==> src/rtl/role_pr_quiesce_ctrl_if.sv <==
// Snooped role-to-static AXI handshake bundle for the PR quiesce controller.
// master: drives the address/response handshake bits; slave: observes them.
interface role_pr_quiesce_ctrl_if;
    logic AW_VALID;
    logic AW_READY;
    logic AR_VALID;
    logic AR_READY;
    logic B_VALID;
    logic B_READY;
    logic R_VALID;
    logic R_READY;
    logic R_LAST;

    modport master (
        output AW_VALID, AW_READY, AR_VALID, AR_READY,
        output B_VALID, B_READY, R_VALID, R_READY, R_LAST
    );

    modport slave (
        input AW_VALID, AW_READY, AR_VALID, AR_READY,
        input B_VALID, B_READY, R_VALID, R_READY, R_LAST
    );
endinterface

==> src/rtl/role_pr_quiesce_ctrl.sv <==
// Quiesces a reconfigurable role before partial reconfiguration: drains
// outstanding AXI bursts, isolates and resets the role, launches PR, then
// holds reset before releasing the role.
// Ports: CLK_IN_250/AXI_RESET clock and sync reset; PR_REQ/PR_DONE/PR_ERROR
// PR control; axi snooped handshakes; BLOCK_NEW/DECOUPLE/ROLE_RESET/PR_START
// controls; STATE, sticky TIMEOUT_ERR/CNT_ERR, WR_OUTST/RD_OUTST counts.
module role_pr_quiesce_ctrl #(
    parameter int CNT_W         = 6,
    parameter int DRAIN_TIMEOUT = 65535,
    parameter int RST_HOLD      = 16
) (
    input  logic                 CLK_IN_250,
    input  logic                 AXI_RESET,
    input  logic                 PR_REQ,
    input  logic                 PR_DONE,
    input  logic                 PR_ERROR,
    role_pr_quiesce_ctrl_if.slave axi,
    output logic                 BLOCK_NEW,
    output logic                 DECOUPLE,
    output logic                 ROLE_RESET,
    output logic                 PR_START,
    output logic [2:0]           STATE,
    output logic                 TIMEOUT_ERR,
    output logic                 CNT_ERR,
    output logic [CNT_W-1:0]     WR_OUTST,
    output logic [CNT_W-1:0]     RD_OUTST
);
    localparam int TW = $clog2(DRAIN_TIMEOUT + 1);
    localparam int HW = $clog2(RST_HOLD + 1);
    localparam logic [CNT_W-1:0] CMAX = '1;

    typedef enum logic [2:0] {
        RUN     = 3'd0,
        DRAIN   = 3'd1,
        ISOLATE = 3'd2,
        WAIT_PR = 3'd3,
        HOLD    = 3'd4,
        FAULT   = 3'd5
    } state_t;

    state_t            state_q, state_d;
    logic [TW-1:0]     tmo_q, tmo_d;
    logic [HW-1:0]     hold_q, hold_d;
    logic [CNT_W-1:0]  wr_d, rd_d;
    logic              wr_e, rd_e;
    logic              tmo_hit;
    logic              forced;
    logic              blk_d, dec_d, rr_d, st_d;

    wire aw_hs = axi.AW_VALID & axi.AW_READY;
    wire ar_hs = axi.AR_VALID & axi.AR_READY;
    wire b_hs  = axi.B_VALID & axi.B_READY;
    wire r_hs  = axi.R_VALID & axi.R_READY & axi.R_LAST;

    // Saturating burst counters; a simultaneous up/down cancels out.
    always_comb begin
        wr_d = WR_OUTST;
        wr_e = 1'b0;
        rd_d = RD_OUTST;
        rd_e = 1'b0;
        if (aw_hs && !b_hs) begin
            if (WR_OUTST == CMAX) wr_e = 1'b1;
            else wr_d = WR_OUTST + 1'b1;
        end else if (b_hs && !aw_hs) begin
            if (WR_OUTST == '0) wr_e = 1'b1;
            else wr_d = WR_OUTST - 1'b1;
        end
        if (ar_hs && !r_hs) begin
            if (RD_OUTST == CMAX) rd_e = 1'b1;
            else rd_d = RD_OUTST + 1'b1;
        end else if (r_hs && !ar_hs) begin
            if (RD_OUTST == '0) rd_e = 1'b1;
            else rd_d = RD_OUTST - 1'b1;
        end
    end

    always_comb begin
        state_d = state_q;
        tmo_hit = 1'b0;
        tmo_d   = '0;
        hold_d  = '0;
        case (state_q)
            RUN: begin
                if (PR_REQ) state_d = DRAIN;
            end
            DRAIN: begin
                tmo_d = tmo_q + 1'b1;
                if (WR_OUTST == '0 && RD_OUTST == '0) begin
                    state_d = ISOLATE;
                end else if (tmo_q == TW'(DRAIN_TIMEOUT - 1)) begin
                    state_d = ISOLATE;
                    tmo_hit = 1'b1;
                end
            end
            ISOLATE: state_d = WAIT_PR;
            WAIT_PR: begin
                if (PR_ERROR) state_d = FAULT;
                else if (PR_DONE) state_d = HOLD;
            end
            HOLD: begin
                hold_d = hold_q + 1'b1;
                if (hold_q == HW'(RST_HOLD - 1)) state_d = RUN;
            end
            FAULT: begin
                if (PR_REQ) state_d = ISOLATE;
            end
            default: state_d = RUN;
        endcase
    end

    // Counters read as zero whenever the role is isolated.
    always_comb begin
        forced = (state_d != RUN) && (state_d != DRAIN);
        blk_d  = (state_d != RUN);
        dec_d  = forced;
        rr_d   = forced;
        st_d   = (state_d == ISOLATE);
    end

    always_ff @(posedge CLK_IN_250) begin
        if (AXI_RESET) begin
            state_q     <= RUN;
            tmo_q       <= '0;
            hold_q      <= '0;
            WR_OUTST    <= '0;
            RD_OUTST    <= '0;
            TIMEOUT_ERR <= 1'b0;
            CNT_ERR     <= 1'b0;
            BLOCK_NEW   <= 1'b0;
            DECOUPLE    <= 1'b0;
            ROLE_RESET  <= 1'b0;
            PR_START    <= 1'b0;
        end else begin
            state_q     <= state_d;
            tmo_q       <= tmo_d;
            hold_q      <= hold_d;
            WR_OUTST    <= forced ? '0 : wr_d;
            RD_OUTST    <= forced ? '0 : rd_d;
            TIMEOUT_ERR <= TIMEOUT_ERR | tmo_hit;
            CNT_ERR     <= CNT_ERR | ((wr_e | rd_e) & ~forced);
            BLOCK_NEW   <= blk_d;
            DECOUPLE    <= dec_d;
            ROLE_RESET  <= rr_d;
            PR_START    <= st_d;
        end
    end

    assign STATE = state_q;
endmodule
==> src/flat_wrapper.sv <==
// flat-port wrapper written by rule: the top's interface ports become plain ports
module role_pr_quiesce_ctrl_flat 
#(
    parameter int CNT_W         = 6,
    parameter int DRAIN_TIMEOUT = 65535,
    parameter int RST_HOLD      = 16
)
  (CLK_IN_250, AXI_RESET, PR_REQ, PR_DONE, PR_ERROR, BLOCK_NEW, DECOUPLE, ROLE_RESET, PR_START, STATE, TIMEOUT_ERR, CNT_ERR, WR_OUTST, RD_OUTST, axi_AW_VALID, axi_AW_READY, axi_AR_VALID, axi_AR_READY, axi_B_VALID, axi_B_READY, axi_R_VALID, axi_R_READY, axi_R_LAST);
  role_pr_quiesce_ctrl_if axi_i ();
  input  logic CLK_IN_250;
  input  logic AXI_RESET;
  input  logic PR_REQ;
  input  logic PR_DONE;
  input  logic PR_ERROR;
  output logic BLOCK_NEW;
  output logic DECOUPLE;
  output logic ROLE_RESET;
  output logic PR_START;
  output logic [2:0] STATE;
  output logic TIMEOUT_ERR;
  output logic CNT_ERR;
  output logic [CNT_W-1:0] WR_OUTST;
  output logic [CNT_W-1:0] RD_OUTST;
  input wire logic [$bits(axi_i.AW_VALID)-1:0] axi_AW_VALID;
  input wire logic [$bits(axi_i.AW_READY)-1:0] axi_AW_READY;
  input wire logic [$bits(axi_i.AR_VALID)-1:0] axi_AR_VALID;
  input wire logic [$bits(axi_i.AR_READY)-1:0] axi_AR_READY;
  input wire logic [$bits(axi_i.B_VALID)-1:0] axi_B_VALID;
  input wire logic [$bits(axi_i.B_READY)-1:0] axi_B_READY;
  input wire logic [$bits(axi_i.R_VALID)-1:0] axi_R_VALID;
  input wire logic [$bits(axi_i.R_READY)-1:0] axi_R_READY;
  input wire logic [$bits(axi_i.R_LAST)-1:0] axi_R_LAST;
  assign axi_i.AW_VALID = axi_AW_VALID;
  assign axi_i.AW_READY = axi_AW_READY;
  assign axi_i.AR_VALID = axi_AR_VALID;
  assign axi_i.AR_READY = axi_AR_READY;
  assign axi_i.B_VALID = axi_B_VALID;
  assign axi_i.B_READY = axi_B_READY;
  assign axi_i.R_VALID = axi_R_VALID;
  assign axi_i.R_READY = axi_R_READY;
  assign axi_i.R_LAST = axi_R_LAST;
  role_pr_quiesce_ctrl #(.CNT_W(CNT_W), .DRAIN_TIMEOUT(DRAIN_TIMEOUT), .RST_HOLD(RST_HOLD)) u_core (.CLK_IN_250(CLK_IN_250), .AXI_RESET(AXI_RESET), .PR_REQ(PR_REQ), .PR_DONE(PR_DONE), .PR_ERROR(PR_ERROR), .axi(axi_i), .BLOCK_NEW(BLOCK_NEW), .DECOUPLE(DECOUPLE), .ROLE_RESET(ROLE_RESET), .PR_START(PR_START), .STATE(STATE), .TIMEOUT_ERR(TIMEOUT_ERR), .CNT_ERR(CNT_ERR), .WR_OUTST(WR_OUTST), .RD_OUTST(RD_OUTST));
endmodule
==> config.mk <==
export PLATFORM = sky130hd
export DESIGN_NAME = role_pr_quiesce_ctrl_flat
export DESIGN_NICKNAME = d
export VERILOG_FILES = /design/src/rtl/role_pr_quiesce_ctrl_if.sv /design/src/rtl/role_pr_quiesce_ctrl.sv /design/src/flat_wrapper.sv
export SDC_FILE = /design/constraint.sdc
export NUM_CORES = 1
export LEC_CHECK = 0
export BUFFER_PORTS_ARGS = -buffer_cell sky130_fd_sc_hd__buf_2
export CAP_MARGIN = 25
export CORE_ASPECT_RATIO = 1.1
export CORE_UTILIZATION = 23
export DETAILED_ROUTE_END_ITERATION = 10
export PLACE_DENSITY = 0.41
export SETUP_SLACK_MARGIN = 0.2
export SLEW_MARGIN = 20
export SYNTH_ARGS = -nofsm -noshare
export SYNTH_HDL_FRONTEND = slang
export SYNTH_SLANG_ARGS = --single-unit
==> constraint.sdc <==
create_clock -name CLK_IN_250 -period 5.8 [get_ports CLK_IN_250]
set_clock_uncertainty 0.05 [all_clocks]
set_input_delay 1.16 -clock CLK_IN_250 [delete_from_list [all_inputs] [get_ports CLK_IN_250]]
set_output_delay 1.16 -clock CLK_IN_250 [all_outputs]
set_load 0.01 [all_outputs]
==> impl_metrics.toml <==
[place]
place_area_sq_um = 2430
portBuffers = 34
dp_hpwl_mm = 3.36
place_ws_ps = 2560
gp_congestion = 0.784

[floorplan]
core-area_sq_um = 9010
die_area_sq_um = 9790
initial_core_util = 0.240
row_count = 36
io_pins = 35
die_x_microns = 94.4
die_h_microns = 104

[sta]
drv_slew = 0
rsz0062_at_grt = "no"
slew_headroom = 0.531
hold_viol = 0
post-route-min-period_ps = 2930
setup_slack_ps = 2870
fin_tns_setup_ps = 0
fmax_mhz = 341
tightest_slew_ps = 701
timing.hold.ws_ps = 400
setup_viol_count_final = 0
fin_crit_sh = 0.505

[yosys]
synth_seq_cells = 41
synthCells = 242
ys_seq_area_frac = 0.380
synth_edf_count = 0
async_flop_share = 0
synth_area_leader_cell = "dfxtp_1"
synthTopCellsByArea = "dfxtp_1, nor2_1, ha_1"
ys.flop_type = "dfxtp_1"
synth_top_area_frac = 0.380
synth_area_sq_um = 2160
syn_avg_cell_area_sq_um = 8.93
ys_types = 46
synth_nets = 270
synth_warnings = 0

[setup_path]
crit_chain = "buf_2 -> and2_4 -> or2_4 -> ha_1 -> a211oi_1 -> nor2_1 -> mux2i_1 -> or4_4 -> a21oi_2"
r2r_end = "u_core.RD_OUTST[0]"
cp.arrival_ps = 3100
worst_r2r_startpoint = "u_core.RD_OUTST[1]"
cp-end-kind = "flop"
critPathMaxFanout = 8
crit_type = "in2reg"
cpPeakStageDelay_ps = 490
r2r_cells = 5
crit_required_ps = 5970
start_kind = "input pin"
worst_path_max_delay_cell = "or4_4"
reg2reg_slack_ps = 3500

[cells_and_area]
fillCellCount = 1010
seq_area_sq_um = 821
diodes = 0
fin_area_sq_um = 2520
final_cell_mix = "nor2_1, dfxtp_1, buf_2, xor2_1, a21oi_1"
layout.nets = 303
final_common_cell = "nor2_1"
area_growth_pct = 16.6
drive_gt1_frac = 0.182
multi_input_area_sq_um = 1280

[detailed_routing]
drcViolationCount = 0
routed_via_density = 4.51
avgRoutedWirePerCell_microns = 11.6
drtPass1Iterations = 4
vias = 1756
first_iter_violations = 55
postRouteAntennaNets = 0
drt-total-wl_mm = 4.50

[power]
peakVddDrop_mv = 0.0970
p_int_uw = 639
swShare = 0.399
switchingPower_uw = 424
p_leak_nw = 1.03
power.share.combinational = 0.439
powerDensity_nw_per_um2 = 422
p_clk_frac = 0.183
seqPwrFrac = 0.378

[clock_tree]
cts_buffer_depth = 2
post_cts_resized = 0
cts_setup_buffers = 0
clk_latency_ps = 290
cts-root-buf = "clkbuf_8"
cts_buffers = 5
cts.clk_slew.worst_paths_ps = 80
h-tree-depth = 2
cts_tree = "yes"
cts_hold_buf = 0
cts_sinks = 41

[global_routing]
grt_max_degree = 17
overflow = 0
grt_pass1_wl_mm = 7.89
antenna_found_initial = 0
track_usage = 0.100
first_global_vias = 1641

[worst_hold_path]
holdPathStages = 1
min_path_type = "reg2reg"
hp-start = "u_core.hold_q[0]"
hold_path_end = "u_core.hold_q[0]"

[status]
status = "finished clean"

[run]
cap_violations = 0
layout make-up:
cell class,instances,share of cell area
clock inverter,1,0.00298
clock buffer,6,0.0328
multi-input combinational,188,0.507
inverter,5,0.00745
sequential,41,0.326
timing repair buffer,34,0.0675
tap,114,0.0566
worst max path at each step:
stage | cells past startpoint | endpoint | startpoint | slack, ps
floorplan | 8 | u_core.WR_OUTST[5] | axi_B_VALID | 2760
global placement | 9 | u_core.WR_OUTST[5] | axi_B_VALID | 2590
detailed placement | 9 | u_core.WR_OUTST[5] | axi_B_VALID | 2560
CTS | 9 | u_core.WR_OUTST[5] | axi_B_VALID | 2870
global route | 9 | u_core.WR_OUTST[5] | axi_B_VALID | 2750
finish | 9 | u_core.WR_OUTST[5] | axi_B_VALID | 2870
cells in the mapped netlist (2+ instances only):
cell / count
and3_1: 5
nand3_1: 11
a211oi_1: 4
and4_1: 4
and2_1: 3
nand2_1: 7
mux2i_1: 8
fa_1: 2
inv_1: 5
clkbuf_1: 5
or4_1: 3
o21ai_0: 7
a21oi_1: 13
nand4_1: 5
xnor2_1: 9
xor2_1: 14
a21o_1: 6
or2_2: 2
nor3_2: 2
dfxtp_1: 41
buf_4: 2
or3_1: 2
nand2b_1: 4
o31ai_1: 2
nor2_1: 42
ha_1: 12
nor2b_1: 2
o22ai_1: 2
critical path: cells and delay by family:
family | cells | cell delay, ps
adders and majority gates | 1 | 300
AOI/OAI and AO/OA | 2 | 360
muxes | 1 | 140
buffers and inverters | 1 | 90
and+or+nand+nor | 4 | 1050
metal layers:
layer / GRT usage / vias to the layer above / wire length [microns]
met3: 0.0257 / 4 / 192
met2: 0.157 / 23 / 2060
met5: 0 / - / 0
met4: 0.0363 / 0 / 55
met1: 0.131 / 810 / 2200
li1: - / 919 / -
state kept, by name, summed over array words and instances (netlist names), 3 cells and up:
name	cells
u_core.tmo_q	16
u_core.hold_q	5
u_core.WR_OUTST	6
u_core.RD_OUTST	6
u_core.STATE	3
power groups by stage:
stage               combinational (mW)  sequential, mW  clock, mW
finish                           0.467           0.402      0.194
global route                     0.533           0.416      0.216
global placement                 0.477           0.411          0
detailed placement               0.473           0.410          0
floorplan                        0.364           0.429          0
CTS                              0.476           0.404      0.206
metrics by stage:
step	utilization	cells	power [mW]
after floorplan	-	242	0.793
after global placement	0.270	382	0.887
after detailed placement	0.270	382	0.883
after CTS	0.280	389	1.09
after global routing	0.280	389	1.16
final	0.280	389	1.06
logic make-up after synthesis:
kind of cell / after synthesis / share of synthesized area
AND/OR/NAND/NOR: 98 / 0.236
multiplexers: 8 / 0.0370
flip-flops: 41 / 0.380
adder cells (fa/ha/maj): 14 / 0.0880
buffers and inverters: 13 / 0.0295
AO/OA/AOI/OAI: 45 / 0.137
XOR/XNOR: 23 / 0.0932
(Power assumes the default switching activity.)
